**src/rtl/ext_ram_pkg.sv**
```systemverilog
// Shared types and timing helpers for the external byte-wide SRAM controller.
// Each 16-bit word is moved as two byte accesses of SETUP, STROBE and HOLD.
package ext_ram_pkg;

    typedef enum logic [2:0] {
        S_IDLE,
        S_SETUP,
        S_STROBE,
        S_HOLD,
        S_DONE
    } state_t;

    localparam int WCNT_W = 4;
    localparam int unsigned WS_MAX = 15;

    // One byte costs SETUP + (WAIT_STATES+1) STROBE + HOLD cycles
    function automatic int unsigned byte_cycles(input int unsigned ws);
        return ws + 3;
    endfunction

endpackage

```
**src/rtl/ext_ram_wait_cnt.sv**
```systemverilog
// Strobe-width counter: loaded before STROBE, counts down to a terminal flag.
module ext_ram_wait_cnt
    import ext_ram_pkg::*;
#(
    parameter int W = WCNT_W
) (
    input  logic         clk,
    input  logic         reset,
    input  logic         load,
    input  logic         dec,
    input  logic [W-1:0] load_val,
    output logic         term
);

    logic [W-1:0] cnt;

    always_ff @(posedge clk or posedge reset) begin
        if (reset) begin
            cnt <= '0;
        end else if (load) begin
            cnt <= load_val;
        end else if (dec && cnt != '0) begin
            cnt <= cnt - 1'b1;
        end
    end

    assign term = (cnt == '0);

endmodule

```
**src/rtl/ext_ram_ctrl.sv**
```systemverilog
// 16-bit word port onto an 8-bit asynchronous SRAM, low byte first.
// Every pad-facing signal and the handshake outputs come straight from flops.
module ext_ram_ctrl
    import ext_ram_pkg::*;
#(
    parameter int unsigned WAIT_STATES = 1,
    parameter int unsigned ADDR_W      = 18
) (
    input  logic              clk,
    input  logic              reset,
    input  logic              req,
    input  logic              rnw,
    input  logic [ADDR_W-1:0] addr,
    input  logic [15:0]       wdata,
    output logic [15:0]       rdata,
    output logic              ack,
    output logic              busy,
    output logic              ram_cs_b,
    output logic              ram_oe_b,
    output logic              ram_we_b,
    output logic [ADDR_W:0]   ram_addr,
    output logic [7:0]        ram_dout,
    output logic              ram_doe,
    input  logic [7:0]        ram_din
);

    localparam int unsigned STROBE_CYC = byte_cycles(WAIT_STATES) - 2;
    localparam logic [WCNT_W-1:0] LOAD_VAL = WCNT_W'(STROBE_CYC - 1);

    state_t            state;
    logic              hi;
    logic              rnw_q;
    logic [ADDR_W-1:0] addr_q;
    logic [15:0]       wdata_q;
    logic [7:0]        rd_lo;
    logic [7:0]        rd_hi;
    logic              term;

    ext_ram_wait_cnt #(
        .W(WCNT_W)
    ) u_wait_cnt (
        .clk     (clk),
        .reset   (reset),
        .load    (state == S_SETUP),
        .dec     (state == S_STROBE),
        .load_val(LOAD_VAL),
        .term    (term)
    );

    always_ff @(posedge clk or posedge reset) begin
        if (reset) begin
            state    <= S_IDLE;
            hi       <= 1'b0;
            rnw_q    <= 1'b1;
            addr_q   <= '0;
            wdata_q  <= '0;
            rd_lo    <= '0;
            rd_hi    <= '0;
            rdata    <= '0;
            ack      <= 1'b0;
            busy     <= 1'b0;
            ram_cs_b <= 1'b1;
            ram_oe_b <= 1'b1;
            ram_we_b <= 1'b1;
            ram_addr <= '0;
            ram_dout <= '0;
            ram_doe  <= 1'b0;
        end else begin
            ack <= 1'b0;
            unique case (state)
                S_IDLE: begin
                    if (req) begin
                        rnw_q    <= rnw;
                        addr_q   <= addr;
                        wdata_q  <= wdata;
                        hi       <= 1'b0;
                        busy     <= 1'b1;
                        ram_cs_b <= 1'b0;
                        ram_addr <= {addr, 1'b0};
                        ram_dout <= wdata[7:0];
                        ram_doe  <= ~rnw;
                        state    <= S_SETUP;
                    end
                end
                S_SETUP: begin
                    ram_oe_b <= ~rnw_q;
                    ram_we_b <= rnw_q;
                    state    <= S_STROBE;
                end
                S_STROBE: begin
                    if (term) begin
                        ram_oe_b <= 1'b1;
                        ram_we_b <= 1'b1;
                        if (rnw_q && hi) begin
                            rd_hi <= ram_din;
                        end else if (rnw_q) begin
                            rd_lo <= ram_din;
                        end
                        state <= S_HOLD;
                    end
                end
                S_HOLD: begin
                    if (!hi) begin
                        hi       <= 1'b1;
                        ram_addr <= {addr_q, 1'b1};
                        ram_dout <= wdata_q[15:8];
                        state    <= S_SETUP;
                    end else begin
                        ack      <= 1'b1;
                        ram_cs_b <= 1'b1;
                        ram_doe  <= 1'b0;
                        if (rnw_q) begin
                            rdata <= {rd_hi, rd_lo};
                        end
                        state <= S_DONE;
                    end
                end
                S_DONE: begin
                    busy  <= 1'b0;
                    state <= S_IDLE;
                end
                default: begin
                    state <= S_IDLE;
                end
            endcase
        end
    end

endmodule
```
**config.mk**
```make
export PLATFORM = sky130hd
export DESIGN_NAME = ext_ram_ctrl
export DESIGN_NICKNAME = d
export VERILOG_FILES = /design/src/rtl/ext_ram_pkg.sv /design/src/rtl/ext_ram_wait_cnt.sv /design/src/rtl/ext_ram_ctrl.sv
export SDC_FILE = /design/constraint.sdc
export NUM_CORES = 1
export LEC_CHECK = 0
export BUFFER_PORTS_ARGS = -buffer_cell sky130_fd_sc_hd__buf_2
export CAP_MARGIN = 20
export CORE_UTILIZATION = 58
export DETAILED_ROUTE_END_ITERATION = 8
export PLACE_DENSITY = 0.95
export SYNTH_ARGS = -nofsm -noshare
export SYNTH_HDL_FRONTEND = slang
export SYNTH_HIERARCHICAL = 1
export SYNTH_SLANG_ARGS = --single-unit
```
**constraint.sdc**
```tcl
create_clock -name clk -period 7.7 [get_ports clk]
set_clock_uncertainty 0.2 [all_clocks]
set_input_delay 0.77 -clock clk [delete_from_list [all_inputs] [get_ports clk]]
set_output_delay 0.77 -clock clk [all_outputs]
set_load 0.01 [all_outputs]
```
# Word level (Yosys, flattened, before mapping)
# Index checks and enable logic that the tools add are counted.
# W data, S select, Z words.
[totals] ff_bits=108 input_bits=46 out_inout_bits=49 elab_cells=74
[op_classes] n_addsub=1 eq_ne=8 muxes=26 bitwise=3 reduce_logical=19
[op_table] operator="$mux W19" n=2
[op_table] operator="$pmux W19 S2" n=1
[op_table] operator="$mux W8" n=2
[op_table] operator="$pmux W8 S2" n=1
[op_table] operator="$pmux W1 S2" n=6
[op_table] operator="$pmux W3 S4" n=1
[op_table] operator="$reduce_and A3 Y1" n=4
[op_table] operator="$reduce_and A2 Y1" n=5
[op_table] operator="$mux W3" n=3
[op_table] operator="$mux W1" n=8
[op_table] operator="$mux W4" n=2
[op_table] operator="$ne A2 B2 Y1 const B" n=4
[op_table] operator="$reduce_bool A2 Y1" n=4
[op_table] operator="$eq A3 B2 Y1 const B" n=2
[op_table] operator="$logic_not A4 Y1" n=1
[op_table] operator="$reduce_and A4 Y1" n=1
[op_table] operator="$reduce_bool A4 Y1" n=1
[op_table] operator="$sub A4 B1 Y4 const B" n=1
[op_table] operator="$eq A3 B1 Y1 const B" n=1
[op_table] operator="$eq A3 B3 Y1 const B" n=1
[op_table] operator="$logic_not A3 Y1" n=1
[op_table] operator="$not A1 Y1" n=3
[op_table] operator="$logic_and A1 B1 Y1" n=2

# Longest topological paths before layout
# Gate-level depths: netlist of the first run.
[depth] ltp_word=4 ltp_mapped=8 depth_no_buf=7

# Hierarchy
# The synthesis of the first run kept the hierarchy.
[by_module_without_submodules] module="ext_ram_ctrl" n_inst=1 cells_per_inst=259 area_each_um2=4025.1 seq_area_each_um2=2407.3
[by_module_without_submodules] module="ext_ram_wait_cnt" n_inst=1 cells_per_inst=28 area_each_um2=261.5 seq_area_each_um2=100.1

# Worst setup path after synthesis of the first run
# OpenSTA, ideal clock, no wires.
[synth_timing] path_type="flip-flop to flip-flop" from="reg u_wait_cnt.cnt[0]" to="reg rd_lo[0]" setup_ns=0.125 t_arrival_ns=2.168 t_required_ns=7.375 path_slack_ns=5.207 stages_incl_launch_ff=9 n_path_buf=1 period_less_slack_ns=2.493 cell_sequence="dfrtp_1 > inv_1 > ha_1 > or3b_4 > inv_1 > nand3b_1 > or4b_1 > buf_4 > mux2_4"
[synth_between] elab_chain_len=2
[synth_rtl] item="start: declaration" line_no="ext_ram_wait_cnt.sv:15" rtl="logic [W-1:0] cnt;"
[synth_rtl] item="start signal: assignment" line_no="ext_ram_wait_cnt.sv:21" rtl="cnt <= load_val;"
[synth_rtl] item="start signal: assignment" line_no="ext_ram_wait_cnt.sv:23" rtl="cnt <= cnt - 1'b1;"
[synth_rtl] item="$logic_not A4 Y1" line_no="ext_ram_wait_cnt.sv:27" rtl="assign term = (cnt == '0);"
[synth_rtl] item="named net term" line_no="ext_ram_ctrl.sv:37" rtl="logic term;"
[synth_rtl] item="$reduce_and A4 Y1 (no line)"
[synth_rtl] item="end signal: assignment" line_no="ext_ram_ctrl.sv:97" rtl="rd_lo <= ram_din;"
[synth_rtl] item="end: declaration" line_no="ext_ram_ctrl.sv:35" rtl="logic [7:0] rd_lo;"
# The timed path passes the listed nets, and every way through them passes these cells.
# A chain may end at the register's enable or synchronous reset.

# Worst setup path after layout of the first run
[layout_timing] from="reg u_wait_cnt.cnt[0]" to="reg rd_lo[6]"
# Same word-level chain as after synthesis.

==> results of run 1 <==
==> path summary, 6_finish.rpt <==
kind	end	slack [ps]	start
worst max register to register	rd_lo[6]$_DFFE_PP0P_	4790	u_wait_cnt/cnt[0]$_DFFE_PP0P_
worst min-delay path	u_wait_cnt/cnt[1]$_DFFE_PP0P_	110	reset
max in group asynchronous	rdata[15]$_DFFE_PP0P_	5990	reset
worst max-delay path	rd_lo[6]$_DFFE_PP0P_	4790	u_wait_cnt/cnt[0]$_DFFE_PP0P_
min in group clk	wdata_q[10]$_DFFE_PP0P_	300	wdata_q[10]$_DFFE_PP0P_
worst min register to register	wdata_q[10]$_DFFE_PP0P_	300	wdata_q[10]$_DFFE_PP0P_
==> layer usage <==
| layer | vias to the layer above | global-route usage [%] |
|---|---|---|
| li1 | 1217 | - |
| met1 | 1343 | 28.34 |
| met2 | 68 | 38.55 |
| met3 | 11 | 3.110 |
| met4 | 0 | 9.240 |
| met5 | - | 0 |
==> sequential cells by signal (all words and copies together), names as in the netlist <==
signal and flops:
ram_addr 19, addr_q 18, rdata 16, ram_dout 8, rd_hi 8, rd_lo 8, wdata_q 8, u_wait_cnt/cnt 4
state 3, ack 1, busy 1, hi 1, ram_cs_b 1, ram_doe 1, ram_oe_b 1, ram_we_b 1
rnw_q 1
==> kinds of logic after synthesis <==
logic type	count (synthesis)	synth area share (%)
DFF	100	58.49
and+or+nand+nor	34	5.575
buffers and inverters	21	2.540
muxes	113	30.33
other	2	0.1752
AOI/OAI and AO/OA	16	2.598
adders and majority gates	1	0.2918
==> final cells by class <==
class	instances	area [um^2]	area share, %
clock buffers	9	123.9	2.463
clock inverters	7	61.31	1.219
inverters	7	28.78	0.5723
multi-input cells	168	1687	33.54
flip-flops and latches	100	2507	49.86
well taps	96	120.1	2.389
repair buffers	98	500.5	9.953
==> metrics by stage <==
stage                     std cells  hold WS, ps  power (mW)  worst slack [ps]
after floorplan                 289        254.1       1.462              4231
after global placement          469        265.9       1.646              4895
after detailed placement        469        275.5       1.706              4861
after CTS                       485        103.5       2.017              4824
after global routing            485        112.6       2.120              4724
final                           485        114.9       2.003              4794
==> Yosys cell counts, drive strengths merged, types with 2 or more instances <==
cell / count / share of area [%]
a21oi: 7 / 1.1
and4b: 3 / 0.70
buf: 12 / 1.8
clkbuf: 2 / 0.18
conb: 2 / 0.18
dfrtp: 96 / 56
dfstp: 4 / 2.5
inv: 7 / 0.61
mux2: 111 / 30
mux2i: 2 / 0.47
nand2: 5 / 0.44
nand3b: 4 / 0.70
nor2: 8 / 0.76
nor3b: 3 / 0.53
nor4b: 2 / 0.70
o21ai: 4 / 0.47
o31a: 2 / 0.41
or3b: 2 / 0.47
==> power groups by stage <==
stage	sequential [mW]	combinational [mW]	clock [mW]
floorplan	0.952	0.510	0
global placement	0.922	0.725	0
detailed placement	0.946	0.760	0
CTS	0.936	0.764	0.317
global route	0.965	0.819	0.336
finish	0.937	0.755	0.312
==> run_results.csv, run 1 <==
group,metric,value,unit
status,status,"completed",
floorplanning,placementRows,30,
place,dp_hpwl,5549,um
floorplanning,io-pin-count,95,
critical_path,critical-path-top-delay-family,"simple AND/OR/NAND/NOR gates",
critical_path,cp_max_fo,8,
sta,tns,0,ps
power,leakagePower,2.405,nW
cells_and_area,fillers,491,
clocking,cts_buffers,9,
global_routing,grt_max_degree,51,
critical_path,max_stage_delay,820,ps
drt,dr_wl_met2,4123,um
drt,remaining_drc_errors,0,
sta,tightest_slew,881.6,ps
sta,setup-violations-final,0,
clocking,cts_num_sinks,100,
drt,drt_first_pass_iters,4,
synth,syn-instance-count,287,
cells_and_area,drive_gt1_share,60.41,%
global_routing,grt.overflow.total,0,
floorplanning,start_util,61.40,%
critical_path,path_buf_inv,2,
clocking,cts_hold_buf,0,
critical_path,crit_slowest_cell,"or4b_1",
synth,ys_seq_area_share,58.49,%
clocking,tritoncts,"done",
power,intPower,1.332,mW
power,p_per_area,398.3,mW/mm^2
drt,drt_wl_total,8014,um
sta,period_minus_slack,2906,ps
synth,synth-async-reset-ratio,100.0,%
global_routing,grt_pass1_vias,2707,
drt,detail_route.iter0.violations,81,
floorplanning,die_h,87.97,um
clocking,cts-htree-levels,3,
sta,relSlewSlack,41.09,%
cells_and_area,final_common_cell,"mux2_2",
global_routing,grt_antenna_before_repair,0,
critical_path,cp_data_arrival_time,2950,ps
synth,syn_area,0.004287,mm^2
synth,ys_warn_count,6,
power,p_clk_share,15.6,%
power,ir_worst_vdd,0.0002697,V
sta,fmax,344.1,MHz
drt,via_count,2639,
sta,finalCritPeriodShare,37.74,%
synth,synth-seq-cells,100,
synth,synth.avg_cell_area,14.94,um^2
floorplanning,design.core.area,0.006982,mm^2
global_routing,grt_use_total,22.31,%
cells_and_area,synthToLayoutAreaGrowth,17.31,%
global_routing,grt_pass1_wl,12940,um
min_path,hold_path_class,"primary input to async pin",
critical_path,path_class,"flop to flop",
cells_and_area,final_core_util,72.03,%
drt,dr_wl_met3,236,um
power,p_sw_share,33.48,%
drt,viasPerCell,5.441,
sta,hold_violations,0,
flow_run,max_cap_violations,0,
critical_path,worst-path-stages,7,
floorplanning,die-area,0.007739,mm^2
place,place_area,0.004843,mm^2
cells_and_area,diodes,0,
place,io_buffers,94,
power,p_comb_share,37.7,%
synth,yosysUniqueCellTypes,37,
critical_path,startpoint_type,"flop",
drt,wl_per_cell,16.52,um
critical_path,cp-end-kind,"flop",
drt,ant_nets,0,
drt,top_layer,"met4",
floorplanning,die_w,87.97,um
place,gp_congestion,0.7344,
sta,finalMaxSlewViolations,0,
clocking,cts_root_buf,"clkbuf_8",
critical_path,crit_chain,"inv_1, ha_1, or3b_4, inv_1, nand3b_1, or4b_1, mux2_4",
clocking,clock_latency,350,ps
cells_and_area,mostFrequentLayoutCells,"101 x mux2_2, 96 x dfrtp_1, 94 x buf_2, 9 x clkbuf_8, 8 x mux2_4",
critical_path,rr_worst_depth,7,
drt,wl_met1,3527,um
clocking,cts_setup_buffers,0,
synth,synth_flop_cell,"dfrtp_1",
synth,synth_edf_count,0,
cells_and_area,final_cell_area,0.005029,mm^2
clocking,cts_resized,0,
clocking,clk_path_buf_depth,2,
power,seqPwrFrac,46.8,%
sta,rsz0062_at_grt,"no",
cells_and_area,nets,431,
clocking,clkSlewWorstSetupHoldPaths,100,ps
critical_path,worstPathRequired,7740,ps
critical_path,crit_top_cell,"inv_1",
power,net-switching-power,0.6706,mW
No activity file was read; power rests on OpenSTA's default activity.
==> run 2, diff against run 1 <==
CORE_UTILIZATION = 49   (was 58)
PLACE_DENSITY = 0.86   (was 0.95)
clock period = 2.4 ns   (was 7.7 ns; I/O delays follow)
==> run 2 against run 1 <==
Against the previous run: the flow now finishes with violations (setup timing); clock-buffer cell count increased by 2; critical path depth unchanged; sequential cell count unchanged; routed wire length increased by 11%; first-iteration DRC count decreased by 14%; sequential power increased to 3.1 times the previous value; setup slack got worse by 4900 ps; fmax increased by 18%; critical endpoint is now rd_lo[4]$_DFFE_PP0P_; largest cell class unchanged; highest routed layer unchanged.
==> run_results.csv, run 2 (synthesis results as in run 1) <==
group,metric,value,unit
place,place_area,0.005026,mm^2
power,ir_worst_vdd,0.0006856,V
sta,whs,33.49,ps
floorplanning,die-area,0.009126,mm^2
place,dp_hpwl,5888,um
status,status,"complete, but fails checks",
sta,rsz0062_at_grt,"yes",
cells_and_area,nets,488,
drt,ant_nets,0,
min_path,hold_depth,3,
floorplanning,placementRows,33,
sta,fin_ws,-56.51,ps
cells_and_area,multi_input_area,0.001703,mm^2
place,place_ws,-61.41,ps
sta,period_minus_slack,2457,ps
drt,detail_route.iter0.violations,70,
global_routing,grtUsageMet3,3.429,%
clocking,clkSlewWorstSetupHoldPaths,90,ps
floorplanning,io-pin-count,95,
drt,drt_first_pass_iters,4,
power,leakagePower,2.674,nW
global_routing,grt_antenna_before_repair,0,
floorplanning,start_util,51.40,%
global_routing,grt_use_total,20.71,%
critical_path,max_stage_delay,640,ps
critical_path,path_class,"flop to flop",
drt,drt_wl_total,8895,um
global_routing,grt_max_degree,53,
flow_run,max_cap_violations,0,
clocking,cts_buffers,9,
critical_path,crit_slowest_cell,"or4b_4",
drt,wl_per_cell,16.14,um
critical_path,crit_top_cell,"inv_2",
critical_path,worstPathRequired,2430,ps
cells_and_area,final_cell_area,0.005619,mm^2
global_routing,groute.layer.met2.usage,37.80,%
floorplanning,die_h,95.53,um
status,violations,"setup timing",
global_routing,busiest_layer,"met2",
critical_path,crit_chain,"inv_2, ha_4, or3b_4, inv_2, nand3b_1, or4b_4, mux2_4",
clocking,cts_num_sinks,100,
critical_path,path_buf_inv,2,
critical_path,worst-path-stages,7,
sta,tns,-344.2,ps
sta,finalMaxSlewViolations,0,
min_path,hold_path_class,"primary input to flop",
critical_path,startpoint_type,"flop",
cells_and_area,final_common_cell,"mux2_2",
clocking,clk_path_buf_depth,2,
global_routing,grt_use_met1,24.39,%
critical_path,cp_data_arrival_time,2490,ps
critical_path,cp_max_fo,8,
critical_path,cp-end-kind,"flop",
cells_and_area,regMostFlops,"ram_addr",
critical_path,critical-path-top-delay-family,"simple AND/OR/NAND/NOR gates",
drt,remaining_drc_errors,0,
floorplanning,die_w,95.53,um
global_routing,grt_pass1_wl,14270,um
sta,finalCritPeriodShare,102.4,%
cells_and_area,drive_gt1_share,58.07,%
cells_and_area,fillers,616,
cells_and_area,diodes,0,
clocking,cts_root_buf,"clkbuf_8",
cells_and_area,regArea,0.002507,mm^2
place,io_buffers,94,
cells_and_area,largest_reg_flops,19,
sta,hold_violations,0,
drt,via_count,2783,
cells_and_area,synthToLayoutAreaGrowth,31.09,%
clocking,cts-htree-levels,3,
cells_and_area,top_regs,"ram_addr (19), addr_q (18), rdata (16)",
critical_path,rr_worst_depth,7,
clocking,tritoncts,"done",
global_routing,grt.overflow.total,0,
cells_and_area,mostFrequentLayoutCells,"101 x mux2_2, 96 x dfrtp_1, 94 x buf_2, 36 x dlygate4sd3_1, 22 x buf_4",
place,gp_congestion,0.7673,
power,p_per_area,1215,mW/mm^2
sta,setup-violations-final,8,
drt,viasPerCell,5.051,
sta,fmax,407.1,MHz
clocking,clock_latency,360,ps
global_routing,grt_pass1_vias,3054,
floorplanning,design.core.area,0.008341,mm^2
==> run 2: path summary, 6_finish.rpt <==
check                                         startpoint                            end  slack [ps]
max                        u_wait_cnt/cnt[0]$_DFFE_PP0P_           rd_lo[4]$_DFFE_PP0P_         -60
min                                                  req               busy$_DFFE_PP0P_          30
max reg2reg                u_wait_cnt/cnt[0]$_DFFE_PP0P_           rd_lo[4]$_DFFE_PP0P_         -60
min reg2reg                      wdata_q[11]$_DFFE_PP0P_        wdata_q[11]$_DFFE_PP0P_         300
max in group asynchronous                          reset          addr_q[1]$_DFFE_PP0P_        1060
min in group asynchronous                          reset  u_wait_cnt/cnt[1]$_DFFE_PP0P_         140
==> run 2: tightest hold or removal path, cell delays in order <==
cell     delay (ps)
buf_2           130
a21oi_1         130
a21oi_1          50
==> run 2: metrics by stage <==
step | utilization (%) | cells | total power, mW
after CTS | 67.28 | 550 | 6.845
final | 67.37 | 551 | 6.829
after global routing | 67.37 | 551 | 7.258
after global placement | 60.26 | 494 | 5.498
after floorplan | - | 289 | 4.711
after detailed placement | 60.26 | 494 | 5.692
==> run 2: routing by layer <==
| metal | vias up | part of all wire (%) |
|---|---|---|
| li1 | 1326 | - |
| met1 | 1394 | 42 |
| met2 | 56 | 54 |
| met3 | 7 | 2.7 |
| met4 | 0 | 1.2 |
| met5 | - | 0 |
==> run 2: area by class of cell <==
type | instances | area share, %
clock buffers | 11 | 2.338
flip-flops and latches | 100 | 44.62
repair buffers | 155 | 18.79
inverters | 7 | 0.5344
multi-input cells | 168 | 30.30
clock inverters | 5 | 1.069
well taps | 105 | 2.338
==> run 2: power breakdown <==
part / internal, mW / switching [mW] / total, mW / leakage (nW)
sequential: 2.51 / 0.447 / 2.95 / 1.22
combinational: 1.62 / 1.18 / 2.81 / 1.36
clock: 0.490 / 0.576 / 1.07 / 0.0943
total: 4.62 / 2.21 / 6.83 / 2.67
==> run 2: timing repair <==
item,CTS,global route
pin swaps,0,2
hold buffers,36,0
gates resized for setup,1,2
buffers inserted,4,2
cloned,0,0
endpoints found under the setup margin,8,8
endpoints found under the hold margin,62,0
